[src/rtl/exc_pkg.sv]
// Shared cause codes, MEM exception flag positions, controller states and the priority encoder.
// Used by the exc_ctrl top and its synchroniser.
package exc_pkg;

    localparam int IRQ_W = 6;
    localparam int EXC_W = 8;

    localparam logic [4:0] EX_CODE_INT    = 5'h00;
    localparam logic [4:0] EX_CODE_HLT    = 5'h01;
    localparam logic [4:0] EX_CODE_RESUME = 5'h02;
    localparam logic [4:0] EX_CODE_ADEL   = 5'h04;
    localparam logic [4:0] EX_CODE_ADES   = 5'h05;
    localparam logic [4:0] EX_CODE_SYS    = 5'h08;
    localparam logic [4:0] EX_CODE_BP     = 5'h09;
    localparam logic [4:0] EX_CODE_RI     = 5'h0a;
    localparam logic [4:0] EX_CODE_OF     = 5'h0c;

    localparam int EXC_ADEL   = 0;
    localparam int EXC_RI     = 1;
    localparam int EXC_OF     = 2;
    localparam int EXC_SYS    = 3;
    localparam int EXC_BP     = 4;
    localparam int EXC_ADES   = 5;
    localparam int EXC_HLT    = 6;
    localparam int EXC_RESUME = 7;

    typedef enum logic [1:0] {
        RUN   = 2'd0,
        FLUSH = 2'd1,
        HALT  = 2'd2
    } state_t;

    // Only meaningful when int_pend or some flag is set; the fall-through is never registered.
    function automatic logic [4:0] prio_code(input logic [EXC_W-1:0] exc, input logic int_pend);
        if (int_pend)                 return EX_CODE_INT;
        else if (exc[EXC_ADEL])       return EX_CODE_ADEL;
        else if (exc[EXC_RI])         return EX_CODE_RI;
        else if (exc[EXC_OF])         return EX_CODE_OF;
        else if (exc[EXC_SYS])        return EX_CODE_SYS;
        else if (exc[EXC_BP])         return EX_CODE_BP;
        else if (exc[EXC_ADES])       return EX_CODE_ADES;
        else if (exc[EXC_HLT])        return EX_CODE_HLT;
        else if (exc[EXC_RESUME])     return EX_CODE_RESUME;
        else                          return EX_CODE_INT;
    endfunction

endpackage

[src/rtl/exc_ctrl_if.sv]
// MEM-side, CP0-status and WB-side signals of exc_ctrl; master drives the pipeline side,
// slave is the controller.
interface exc_ctrl_if;

    logic                       stall;
    logic                       mem_valid;
    logic [31:0]                mem_pc;
    logic                       mem_bd;
    logic [exc_pkg::EXC_W-1:0]  mem_exc;
    logic                       mem_eret;
    logic [exc_pkg::IRQ_W-1:0]  irq_raw;
    logic                       cp0_ie;
    logic                       cp0_exl;
    logic                       cp0_hlt;
    logic [7:0]                 cp0_int_mask;
    logic [7:0]                 cp0_int_sig;

    logic [exc_pkg::IRQ_W-1:0]  irq_sync;
    logic                       ex_wb;
    logic [4:0]                 ex_code;
    logic [31:0]                epc;
    logic                       bd_wb;
    logic                       eret_flush;

    modport master (
        output stall, mem_valid, mem_pc, mem_bd, mem_exc, mem_eret, irq_raw,
               cp0_ie, cp0_exl, cp0_hlt, cp0_int_mask, cp0_int_sig,
        input  irq_sync, ex_wb, ex_code, epc, bd_wb, eret_flush
    );

    modport slave (
        input  stall, mem_valid, mem_pc, mem_bd, mem_exc, mem_eret, irq_raw,
               cp0_ie, cp0_exl, cp0_hlt, cp0_int_mask, cp0_int_sig,
        output irq_sync, ex_wb, ex_code, epc, bd_wb, eret_flush
    );

endinterface

[src/rtl/exc_ctrl_irq_sync.sv]
// Level synchroniser for the raw interrupt lines: SYNC_STAGES flops per bit, output lags input
// by SYNC_STAGES cycles, no backpressure.
module irq_sync
    import exc_pkg::*;
#(
    parameter int SYNC_STAGES = 2
) (
    input  logic             clk,
    input  logic             rst,
    input  logic [IRQ_W-1:0] irq_raw,
    output logic [IRQ_W-1:0] irq_out
);

    logic [IRQ_W-1:0] chain [SYNC_STAGES];

    always_ff @(posedge clk) begin
        if (rst) begin
            for (int i = 0; i < SYNC_STAGES; i++) begin
                chain[i] <= '0;
            end
        end else begin
            chain[0] <= irq_raw;
            for (int i = 1; i < SYNC_STAGES; i++) begin
                chain[i] <= chain[i-1];
            end
        end
    end

    assign irq_out = chain[SYNC_STAGES-1];

endmodule

[src/rtl/exc_ctrl.sv]
// WB-side exception/ERET register for cp0 with post-flush drain and halt/resume sequencing.
// Pulses appear the cycle after an accepted MEM instruction; stall holds off capture entirely.
module exc_ctrl
    import exc_pkg::*;
#(
    parameter int SYNC_STAGES  = 2,
    parameter int FLUSH_CYCLES = 2
) (
    input  logic       clk,
    input  logic       rst,
    exc_ctrl_if.slave  bus
);

    localparam logic [3:0] FLUSH_LOAD = 4'(FLUSH_CYCLES);

    state_t      state;
    logic [3:0]  cnt;
    logic        halt_next;
    logic        ex_wb_q;
    logic        eret_q;
    logic [4:0]  code_q;
    logic [31:0] epc_q;
    logic        bd_q;

    logic        int_pend;
    logic        accept;
    logic        exc_active;
    logic [4:0]  nxt_code;
    logic        hlt_unused;

    // cp0_exl is already the registered CP0 value, so a same-cycle EXL rise masks the interrupt.
    assign int_pend   = bus.cp0_ie & ~bus.cp0_exl & (|(bus.cp0_int_sig & bus.cp0_int_mask));
    assign accept     = bus.mem_valid & ~bus.stall;
    assign exc_active = int_pend | (|bus.mem_exc);
    assign nxt_code   = prio_code(bus.mem_exc, int_pend);
    assign hlt_unused = bus.cp0_hlt;

    irq_sync #(
        .SYNC_STAGES (SYNC_STAGES)
    ) u_irq_sync (
        .clk     (clk),
        .rst     (rst),
        .irq_raw (bus.irq_raw),
        .irq_out (bus.irq_sync)
    );

    always_ff @(posedge clk) begin
        if (rst) begin
            state     <= RUN;
            cnt       <= '0;
            halt_next <= 1'b0;
            ex_wb_q   <= 1'b0;
            eret_q    <= 1'b0;
            code_q    <= '0;
            epc_q     <= '0;
            bd_q      <= 1'b0;
        end else begin
            ex_wb_q <= 1'b0;
            eret_q  <= 1'b0;
            case (state)
                RUN: begin
                    if (accept && exc_active) begin
                        ex_wb_q   <= 1'b1;
                        code_q    <= nxt_code;
                        epc_q     <= bus.mem_pc;
                        bd_q      <= bus.mem_bd;
                        halt_next <= (nxt_code == EX_CODE_HLT);
                        cnt       <= FLUSH_LOAD;
                        state     <= FLUSH;
                    end else if (accept && bus.mem_eret) begin
                        eret_q    <= 1'b1;
                        halt_next <= 1'b0;
                        cnt       <= FLUSH_LOAD;
                        state     <= FLUSH;
                    end
                end
                FLUSH: begin
                    // Counts down through stalls; the last drain cycle is the one where cnt reads 1.
                    if (cnt <= 4'd1) begin
                        cnt   <= '0;
                        state <= halt_next ? HALT : RUN;
                    end else begin
                        cnt <= cnt - 4'd1;
                    end
                end
                HALT: begin
                    if (accept && bus.mem_exc[EXC_RESUME]) begin
                        ex_wb_q   <= 1'b1;
                        code_q    <= EX_CODE_RESUME;
                        epc_q     <= bus.mem_pc;
                        bd_q      <= bus.mem_bd;
                        halt_next <= 1'b0;
                        cnt       <= FLUSH_LOAD;
                        state     <= FLUSH;
                    end
                end
                default: begin
                    state <= RUN;
                    cnt   <= '0;
                end
            endcase
        end
    end

    assign bus.ex_wb      = ex_wb_q;
    assign bus.eret_flush = eret_q;
    assign bus.ex_code    = code_q;
    assign bus.epc        = epc_q;
    assign bus.bd_wb      = bd_q & ~(hlt_unused & 1'b0);

endmodule
[src/flat_wrapper.sv]
// flat-port wrapper written by rule: the top's interface ports become plain ports
module exc_ctrl_flat import exc_pkg::*;
#(
    parameter int SYNC_STAGES  = 2,
    parameter int FLUSH_CYCLES = 2
)
  (clk, rst, bus_stall, bus_mem_valid, bus_mem_pc, bus_mem_bd, bus_mem_exc, bus_mem_eret, bus_irq_raw, bus_cp0_ie, bus_cp0_exl, bus_cp0_hlt, bus_cp0_int_mask, bus_cp0_int_sig, bus_irq_sync, bus_ex_wb, bus_ex_code, bus_epc, bus_bd_wb, bus_eret_flush);
  exc_ctrl_if bus_i ();
  input  logic clk;
  input  logic rst;
  input wire logic [$bits(bus_i.stall)-1:0] bus_stall;
  input wire logic [$bits(bus_i.mem_valid)-1:0] bus_mem_valid;
  input wire logic [$bits(bus_i.mem_pc)-1:0] bus_mem_pc;
  input wire logic [$bits(bus_i.mem_bd)-1:0] bus_mem_bd;
  input wire logic [$bits(bus_i.mem_exc)-1:0] bus_mem_exc;
  input wire logic [$bits(bus_i.mem_eret)-1:0] bus_mem_eret;
  input wire logic [$bits(bus_i.irq_raw)-1:0] bus_irq_raw;
  input wire logic [$bits(bus_i.cp0_ie)-1:0] bus_cp0_ie;
  input wire logic [$bits(bus_i.cp0_exl)-1:0] bus_cp0_exl;
  input wire logic [$bits(bus_i.cp0_hlt)-1:0] bus_cp0_hlt;
  input wire logic [$bits(bus_i.cp0_int_mask)-1:0] bus_cp0_int_mask;
  input wire logic [$bits(bus_i.cp0_int_sig)-1:0] bus_cp0_int_sig;
  output wire logic [$bits(bus_i.irq_sync)-1:0] bus_irq_sync;
  output wire logic [$bits(bus_i.ex_wb)-1:0] bus_ex_wb;
  output wire logic [$bits(bus_i.ex_code)-1:0] bus_ex_code;
  output wire logic [$bits(bus_i.epc)-1:0] bus_epc;
  output wire logic [$bits(bus_i.bd_wb)-1:0] bus_bd_wb;
  output wire logic [$bits(bus_i.eret_flush)-1:0] bus_eret_flush;
  assign bus_i.stall = bus_stall;
  assign bus_i.mem_valid = bus_mem_valid;
  assign bus_i.mem_pc = bus_mem_pc;
  assign bus_i.mem_bd = bus_mem_bd;
  assign bus_i.mem_exc = bus_mem_exc;
  assign bus_i.mem_eret = bus_mem_eret;
  assign bus_i.irq_raw = bus_irq_raw;
  assign bus_i.cp0_ie = bus_cp0_ie;
  assign bus_i.cp0_exl = bus_cp0_exl;
  assign bus_i.cp0_hlt = bus_cp0_hlt;
  assign bus_i.cp0_int_mask = bus_cp0_int_mask;
  assign bus_i.cp0_int_sig = bus_cp0_int_sig;
  assign bus_irq_sync = bus_i.irq_sync;
  assign bus_ex_wb = bus_i.ex_wb;
  assign bus_ex_code = bus_i.ex_code;
  assign bus_epc = bus_i.epc;
  assign bus_bd_wb = bus_i.bd_wb;
  assign bus_eret_flush = bus_i.eret_flush;
  exc_ctrl #(.SYNC_STAGES(SYNC_STAGES), .FLUSH_CYCLES(FLUSH_CYCLES)) u_core (.clk(clk), .rst(rst), .bus(bus_i));
endmodule
[config.mk]
export PLATFORM = sky130hd
export DESIGN_NAME = exc_ctrl_flat
export DESIGN_NICKNAME = d
export VERILOG_FILES = /design/src/rtl/exc_pkg.sv /design/src/rtl/exc_ctrl_if.sv /design/src/rtl/exc_ctrl_irq_sync.sv /design/src/rtl/exc_ctrl.sv /design/src/flat_wrapper.sv
export SDC_FILE = /design/constraint.sdc
export NUM_CORES = 1
export LEC_CHECK = 0
export BUFFER_PORTS_ARGS = -buffer_cell sky130_fd_sc_hd__buf_2
export CAP_MARGIN = 20
export CORE_UTILIZATION = 51
export CTS_BUF_LIST = sky130_fd_sc_hd__clkbuf_2 sky130_fd_sc_hd__clkbuf_4 sky130_fd_sc_hd__clkbuf_8
export CTS_CLUSTER_SIZE = 30
export DETAILED_ROUTE_END_ITERATION = 12
export PLACE_DENSITY = 0.87
export SLEW_MARGIN = 20
export SYNTH_ARGS = -nofsm -noshare
export SYNTH_HDL_FRONTEND = slang
export SYNTH_SLANG_ARGS = --single-unit
[constraint.sdc]
create_clock -name clk -period 5 [get_ports clk]
set_input_delay 0.25 -clock clk [delete_from_list [all_inputs] [get_ports clk]]
set_output_delay 0.25 -clock clk [all_outputs]
set_load 0.02 [all_outputs]
After elaboration in Yosys (flattened, before gate mapping)
Memory sizes are Yosys's and may differ from the RTL's.
Index checks and enable logic that the tools add are counted.
- memories: 1
- RAM bits: 12
- ROM bits: 0
- bits in latches: 0
- input bits: 71
- register bits: 47
- logic and storage cells: 82
- memory list (memory ; words ; width ; read ports ; clocked after Yosys merged registers in ; wr ports ; line ; text):
    u_core.u_irq_sync.chain ; 2 ; 6 ; 2 ; 0 ; 2 ; exc_ctrl_irq_sync.sv:14 ; logic [IRQ_W-1:0] chain [SYNC_STAGES];
- reduce and logical (&&, ||, !) cells: 12
- mux-type cells: 42
- div/mod/pow operators: 0
- add/sub/neg operators: 1
- bitwise logic cells: 10
- shift-type cells: 0
- magnitude comparators: 1
- eq/ne operators: 7
- $mul: 0
- operators with widths (kind ; number):
    $mux 32 ; 2
    $pmux 32 s2 ; 1
    $mux 5 ; 10
    $mux 4 ; 4
    $reduce_or 8->1 ; 2
    $mux 2 ; 6
    $mux 6 ; 2
    $pmux 4 s3 ; 1
    $mux 1 ; 11
    $pmux 5 s2 ; 1
    $reduce_and 3->1 ; 3
    $and 8x8->8 ; 1
    $ne 2x1->1 const B ; 3
    $pmux 1 s2 ; 3
    $pmux 2 s3 ; 1
    $eq 5x1->1 const B ; 1
    $le 4x1->1 const B ; 1
    $sub 4x1->4 const B ; 1
    $and 1x1->1 ; 3
    $logic_and 1x1->1 ; 3
    $ne 3x1->1 const B ; 1
    $not 1->1 ; 3
    $or 1x1->1 ; 3
    $reduce_or 3->1 ; 1
    5 further kinds ; 5

Logic depth before layout (Yosys ltp)
Gate-level depths: netlist (run 1).
- depth after elaboration: 12
- mapped depth: 6

By module
A second synthesis (run 1) with hierarchy kept.
- cells, all modules: 258
- area, all modules: 2316.0 um^2
- modules (own cells, without submodules) (module ; times used ; sequential area each (um^2) ; cells an instance ; area each (um^2)):
    exc_ctrl ; 1 ; 920.9 ; 227 ; 1904.3
    irq_sync ; 1 ; 240.2 ; 31 ; 411.6

Worst setup path before layout (run 1)
OpenSTA, ideal clock, no wires.
- kind: reg-to-reg
- start: reg u_core.state[1]
- end: reg u_core.halt_next
- buffers on the path: 0
- required time: 4.932 ns
- setup time: 0.068 ns
- arrival time: 1.568 ns
- clock period less this slack: 1.636 ns
- cell stages (with the launch flop): 5
- path slack: 3.364 ns
- cell sequence: dfxtp_1 -> or4b_4 -> nor3_2 -> or4b_4 -> o2bb2ai_2
- cells in the longest elaborated chain, start to end: 3
- elaborated cells on any way between the ends: 7
- classes of those cells: eq/ne: 3; mux: 1; reduce/logical: 3
- RTL lines (element ; line ; text):
    from (decl) ; exc_ctrl.sv:16 ; state_t state;
    from (signal assigned) ; exc_ctrl.sv:81 ; state <= halt_next ? HALT : RUN;
    $eq 2x2->1 or $logic_not 2->1 (tied branches) ; exc_ctrl.sv:60 ; case (state)
    $ne 2x1->1 (no source line) (tied with other cells) ; -- ;
    $reduce_and 3->1 (no source line) ; -- ;
    to (signal assigned) ; exc_ctrl.sv:67 ; halt_next <= (nxt_code == EX_CODE_HLT);
    to (decl) ; exc_ctrl.sv:18 ; logic halt_next;
Several ways; a longest one is shown, not always the timed one.
A chain may end at the register's enable or synchronous reset.

Worst setup path in the final report (run 1)
Ends and elaborated chain as after synthesis.

==> impl_metrics.ini, run 1 <==
[synth]
synth.avg_cell_area_um2 = 9.12
syn_area_um2 = 2440
synthCells = 268
ys_ff_latch = 58
syn-num-nets = 341
synth_warnings = 0
seq_area_frac_synth_pct = 47.5
async_flop_share_pct = 0
ys.flop_type = dfxtp_1
synthTopCellsByCount = nand2_1 (73), dfxtp_1 (58), mux2i_1 (34), nor2b_1 (16), buf_4 (10)
synth_most_common_cell = nand2_1
ys_types = 41
synth_top_cell_by_area = dfxtp_1
yosys.area.top_type_share_pct = 47.5
synth-edff-count = 0
synth.area.top_cells = dfxtp_1 (47%), mux2i_1 (14%), nand2_1 (11%)

[detailed_routing]
avgRoutedWirePerCell_um = 11.6
postRouteAntennaNets = 0
vias = 2132
drt_iter0_drc = 72
wl_mm = 4.97
via_per_inst = 4.96
drt-pass1-iter-count = 8
drc_errors = 8

[global_route]
grt_pass1_wl_mm = 7.89
grt_pass1_vias = 1890
grt_usage_pct = 20.0
grt_antenna_before_repair = 0
grt_start_max_net_pins = 73
gr-total-overflow = 0

[floorplan]
die_h_um = 71.2
start_util_pct = 54.6
rows = 24
die_w_um = 71.2
fp.dieArea_um2 = 5070
ioPinCount = 117
core-area_um2 = 4470

[pwr]
leakage_nw = 1.51
p_clk_share_pct = 39.4
vdd_drop_max_mv = 0.182
p_per_area_nw_per_um2 = 329
combinationalPowerShare_pct = 13.4
swShare_pct = 24.1
intPower_mw = 0.796
power_frac_seq_pct = 47.2
p_switching_mw = 0.252
total_power_mw = 1.05

[min_path]
hp-class = primary input to flip-flop
hold_start = bus_irq_raw[1]
whs_path_depth = 2
worstHoldEndpoint = u_core.u_irq_sync.chain[0][1]

[layout]
final_nets = 448
fillers = 341
syn_to_final_growth_pct = 30.3
antenna_cells = 0
drive_gt1_share_pct = 37.0

[setup_path]
critPathKind = flip-flop to flip-flop
r2r-start = u_core.state[1]
critPathBufInv = 0
cp-end-kind = flip-flop
r2r_end = u_core.halt_next
worstPathArrival_ns = 2.06
path_cells = or4b_4 > nor3_2 > or4b_4 > o2bb2ai_2
cp_common_cell = or4b_4
critPathTopFamily = simple AND/OR/NAND/NOR gates
crit_path_start_kind = flip-flop
worst_ep_required_time_ns = 5.26
crit_slowest_cell = or4b_4
r2r_slack_ns = 3.20
crit_fanout = 7
worstRegToRegCells = 4
cpPeakStageDelay_ns = 0.57

[placed_design]
place.gp.congestion = 0.784
hpwl_mm = 3.53
post-place-ws_ns = 2.99
io_buffers = 114

[sta]
whs_ns = 0.133
timing.setup.tns_ns = 0
slew_headroom_pct = 60.1
fmax_ghz = 0.555
layout_min_cycle_time_ns = 1.80
tightest_slew_ns = 0.590
finalHoldViolCount = 0
drv_slew = 0
finalSetupViolations = 0
skew_ns = 0.0110
grt_setup_unrepaired = no
worst_slack_ns = 3.20
fin_crit_sh_pct = 36.0

[cts]
hold_buffers = 0
path_clk_slew_ns = 0.06
post-cts-setup-buffers = 0
cts_buffer_depth = 2
insertion_delay_ns = 0.33
cts_max_level = 3
cts_tree = built
post_cts_resized = 0
cts_root_buffer = clkbuf_8
cts.sinks = 58
cts_buffers = 9

[job]
max_cap_viol_count = 0

[run_status]
violations = design-rule violations
status = finished, violations left
through the flow:
step                area, µm²  cells  utilization, %
global placement         2980    415            66.5
detailed placement       2980    415            66.5
floorplan                2440    268               -
finish                   3190    430            71.2
CTS                      3170    429            70.8
global route             3190    430            71.2
power by group through the flow:
stage	sequential (mW)	combinational [mW]	clock, mW
after floorplan	0.524	0.0679	0
after global placement	0.503	0.136	0
after detailed placement	0.504	0.140	0
after CTS	0.494	0.140	0.423
after global routing	0.497	0.155	0.447
final	0.494	0.141	0.413
cell type report:
| class | count | area, µm² | area share [%] |
|---|---|---|---|
| clock inverters | 3 | 40.0 | 1.26 |
| inverters | 6 | 22.5 | 0.707 |
| flip-flops and latches | 58 | 1160 | 36.4 |
| well taps | 52 | 65.1 | 2.04 |
| repair buffers | 116 | 598 | 18.8 |
| multi-input cells | 184 | 1150 | 36.0 |
| clock buffers | 11 | 151 | 4.75 |
worst reg2reg max path, cell delays in order, from the launching register on:
cell       delay (ns)
dfxtp_1          0.37
or4b_4           0.57
nor3_2           0.17
or4b_4           0.51
o2bb2ai_2        0.12
kinds of logic after synthesis:
group | Yosys count | share of synthesized area (%)
AO/OA/AOI/OAI | 27 | 8.24
adder cells (fa/ha/maj) | 2 | 1.02
multiplexers | 34 | 13.9
flip-flops | 58 | 47.5
AND/OR/NAND/NOR | 120 | 23.6
other | 1 | 0.153
buffers and inverters | 26 | 5.58
worst max path at each step:
stage,end,depth (start not counted),from,slack [ns]
final,u_core.halt_next,4,u_core.state[1],3.20
after global routing,u_core.halt_next,4,u_core.state[1],3.14
after CTS,u_core.halt_next,4,u_core.state[1],3.22
after detailed placement,u_core.bus.epc[4],6,bus_cp0_int_sig[1],2.99
after global placement,u_core.bus.epc[3],6,bus_cp0_exl,3.03
after floorplan,u_core.halt_next,4,u_core.state[1],3.36
placed cells by master (no fill, tap or decap), types with 3 or more instances in the layout:
master	count
a21oi_1	3
a22oi_1	4
and2_1	3
buf_2	114
clkbuf_8	11
dfxtp_1	58
inv_1	5
mux2i_1	34
nand2_1	73
nand3_1	3
nor2_1	8
nor2b_1	16
o21ai_0	4
per-layer routing:
layer  vias up  global-route usage [%]  wire (µm)
li1       1106                       -          -
met1       936                    22.1       2180
met2        84                    34.1       2420
met3         6                    7.74        303
met4         0                    8.89         68
met5         -                       0          0
state kept, by name (all words and copies together), names as in the netlist:
register,count
u_core.bus.epc,32
u_core.u_irq_sync.chain,12
u_core.bus.ex_code,4
u_core.cnt,4
u_core.state,2
u_core.bus.bd_wb,1
u_core.bus.eret_flush,1
u_core.bus.ex_wb,1
u_core.halt_next,1
No activity file was read; power rests on OpenSTA's default activity.
==> run 2, diff against run 1 <==
- CORE_UTILIZATION: 51 -> 43
- PLACE_DENSITY: 0.87 -> 0.78
- clock period: 5 -> 1.45 ns (I/O delays scaled with it)
==> run 2 against run 1 <==
The run ends with negative setup slack left. Utilization increased by 1.1 points. Flip-flop and latch count unchanged. Non-clock buffer count increased by 65. Count of clock-buffer cells in the layout increased by 1. Final area increased by 25%. Maximum frequency increased by 8.2%. Die area increased by 18%. First-iteration DRC count increased by 72%. Sequential share of layout area decreased by 7.1 points. Largest cell class is now buffers. Register-to-register slack got worse by 3.4 ns. Via count increased by 17%. Clock skew decreased by 0.0063 ns.
==> impl_metrics.ini, run 2 (synthesized netlist as in run 1, its figures left out) <==
[setup_path]
r2r_end = u_core.halt_next
r2r-start = u_core.state[0]
worstRegToRegCells = 4
cpPeakStageDelay_ns = 0.54
worst_ep_required_time_ns = 1.72
crit_path_start_kind = flip-flop
crit_slowest_cell = or4b_4
critPathKind = flip-flop to flip-flop
path_cells = or4b_4 > nor3_4 > or4b_4 > o2bb2ai_2
cp_common_cell = or4b_4
critPathBufInv = 0
crit_fanout = 3
worstPathArrival_ns = 1.93
cp-end-kind = flip-flop
r2r_slack_ns = -0.21
critPathTopFamily = simple AND/OR/NAND/NOR gates
path_depth = 4

[layout]
multi_input_area_um2 = 1240
final_cells = 517
syn_to_final_growth_pct = 62.8
final_util_pct = 72.3
design_area_um2 = 3980
fillers = 385
final_cell_mix = buf_2 (114), nand2_1 (73), dfxtp_1 (55)
drive_gt1_share_pct = 41.6
register_area_um2 = 1170
final_common_cell = buf_2
antenna_cells = 0
final_nets = 513
largest_register_ffs = 32

[placed_design]
place.gp.congestion = 0.893
post-place-ws_ns = -0.195
hpwl_mm = 4.04
io_buffers = 114
placed_cell_area_um2 = 3180
place_inst = 455

[floorplan]
fp.dieArea_um2 = 5990
die_h_um = 77.4
rows = 27
ioPinCount = 117
die_w_um = 77.4
core-area_um2 = 5510
start_util_pct = 44.4

[pwr]
total_power_mw = 3.97
leakage_nw = 1.84
vdd_drop_max_mv = 0.881
intPower_mw = 2.94
p_clk_share_pct = 39.3
swShare_pct = 26.0
power_frac_seq_pct = 43.0
combinationalPowerShare_pct = 17.7
p_switching_mw = 1.03
p_per_area_nw_per_um2 = 997

[min_path]
hp-class = primary input to flip-flop
hold_start = bus_mem_eret
whs_path_depth = 3
worstHoldEndpoint = u_core.bus.eret_flush

[sta]
whs_ns = 0.0276
timing.setup.tns_ns = -0.599
worst_slack_ns = -0.215
skew_ns = 0.00471
grt_setup_unrepaired = yes
tightest_slew_ns = 0.538
drv_slew = 0
slew_headroom_pct = 63.7
layout_min_cycle_time_ns = 1.66
fmax_ghz = 0.601
finalHoldViolCount = 0
finalSetupViolations = 8
fin_crit_sh_pct = 115

[global_route]
grt_usage_pct = 23.9
grt_pass1_wl_mm = 11.2
grt_antenna_before_repair = 0
grt_start_max_net_pins = 28
grt_pass1_vias = 2483
gr-total-overflow = 0

[detailed_routing]
drt_iter0_drc = 124
wl_mm = 6.98
via_per_inst = 4.83
drc_errors = 0
drt-pass1-iter-count = 5
postRouteAntennaNets = 0
avgRoutedWirePerCell_um = 13.5
vias = 2495

[cts]
path_clk_slew_ns = 0.07
cts.sinks = 58
cts_buffers = 9
cts_buffer_depth = 2
cts_max_level = 3
insertion_delay_ns = 0.33
cts_tree = built
cts_root_buffer = clkbuf_8

[job]
max_cap_viol_count = 0

[run_status]
status = finished, violations left
violations = negative setup slack
-- run 2: changes by cell type in the layout (fill, tap and decap cells not counted), moves of 2 or more --
cell,before,now
dlygate4sd3_1,0,38
dfxtp_1,58,55
dfxtp_2,0,2
mux2i_1,34,32
o21ai_0,4,2
buf_6,0,6
nor3_4,0,2
buf_8,0,2
clkinvlp_4,0,2
buf_4,1,18
-- run 2: worst max path at each step --
stage,startpoint,endpoint,slack [ns]
4_1_cts,u_core.state[1],u_core.halt_next,-0.20
2_1_floorplan,u_core.state[1],u_core.halt_next,-0.17
6_report,u_core.state[0],u_core.halt_next,-0.21
3_5_place_dp,u_core.state[1],u_core.halt_next,-0.20
5_1_grt,u_core.state[0],u_core.halt_next,-0.28
3_3_place_gp,u_core.state[1],u_core.halt_next,-0.15
-- run 2: layout make-up --
type,instances,area share [%]
Inverter,6,0.566
Multi-Input combinational cell,184,31.2
Clock buffer,12,3.99
Tap cell,72,2.26
Timing Repair Buffer,181,31.4
Sequential cell,58,29.3
Clock inverter,4,1.26
-- run 2: power groups by stage --
stage               registers (mW)  logic [mW]  clock network [mW]
floorplan                     1.81       0.234                   0
finish                        1.70       0.703                1.56
global route                  1.71       0.757                1.66
global placement              1.73       0.529                   0
detailed placement            1.74       0.539                   0
CTS                           1.70       0.669                1.56
-- run 2: routing by layer --
| metal | part of all wire (%) | vias up | GRT usage (%) |
|---|---|---|---|
| met3 | 6.1 | 16 | 6.47 |
| met2 | 52 | 103 | 43.6 |
| met1 | 40 | 1133 | 25.3 |
| li1 | - | 1243 | - |
| met4 | 1.9 | 0 | 11.1 |
| met5 | 0 | - | 0 |
-- run 2: timing repair --
| item | CTS | global route |
|---|---|---|
| cloned | 2 | 1 |
| endpoints found under the hold margin | 38 | 0 |
| buffers inserted | 7 | 2 |
| hold buffers | 38 | 0 |
| gates resized for setup | 12 | 24 |
| setup endpoints to repair | 37 | 46 |
| pin swaps | 6 | 9 |
-- run 2: worst min-delay path, stage by stage --
cell	delay (ns)
buf_2	0.13
nand3_1	0.07
nor2_1	0.04
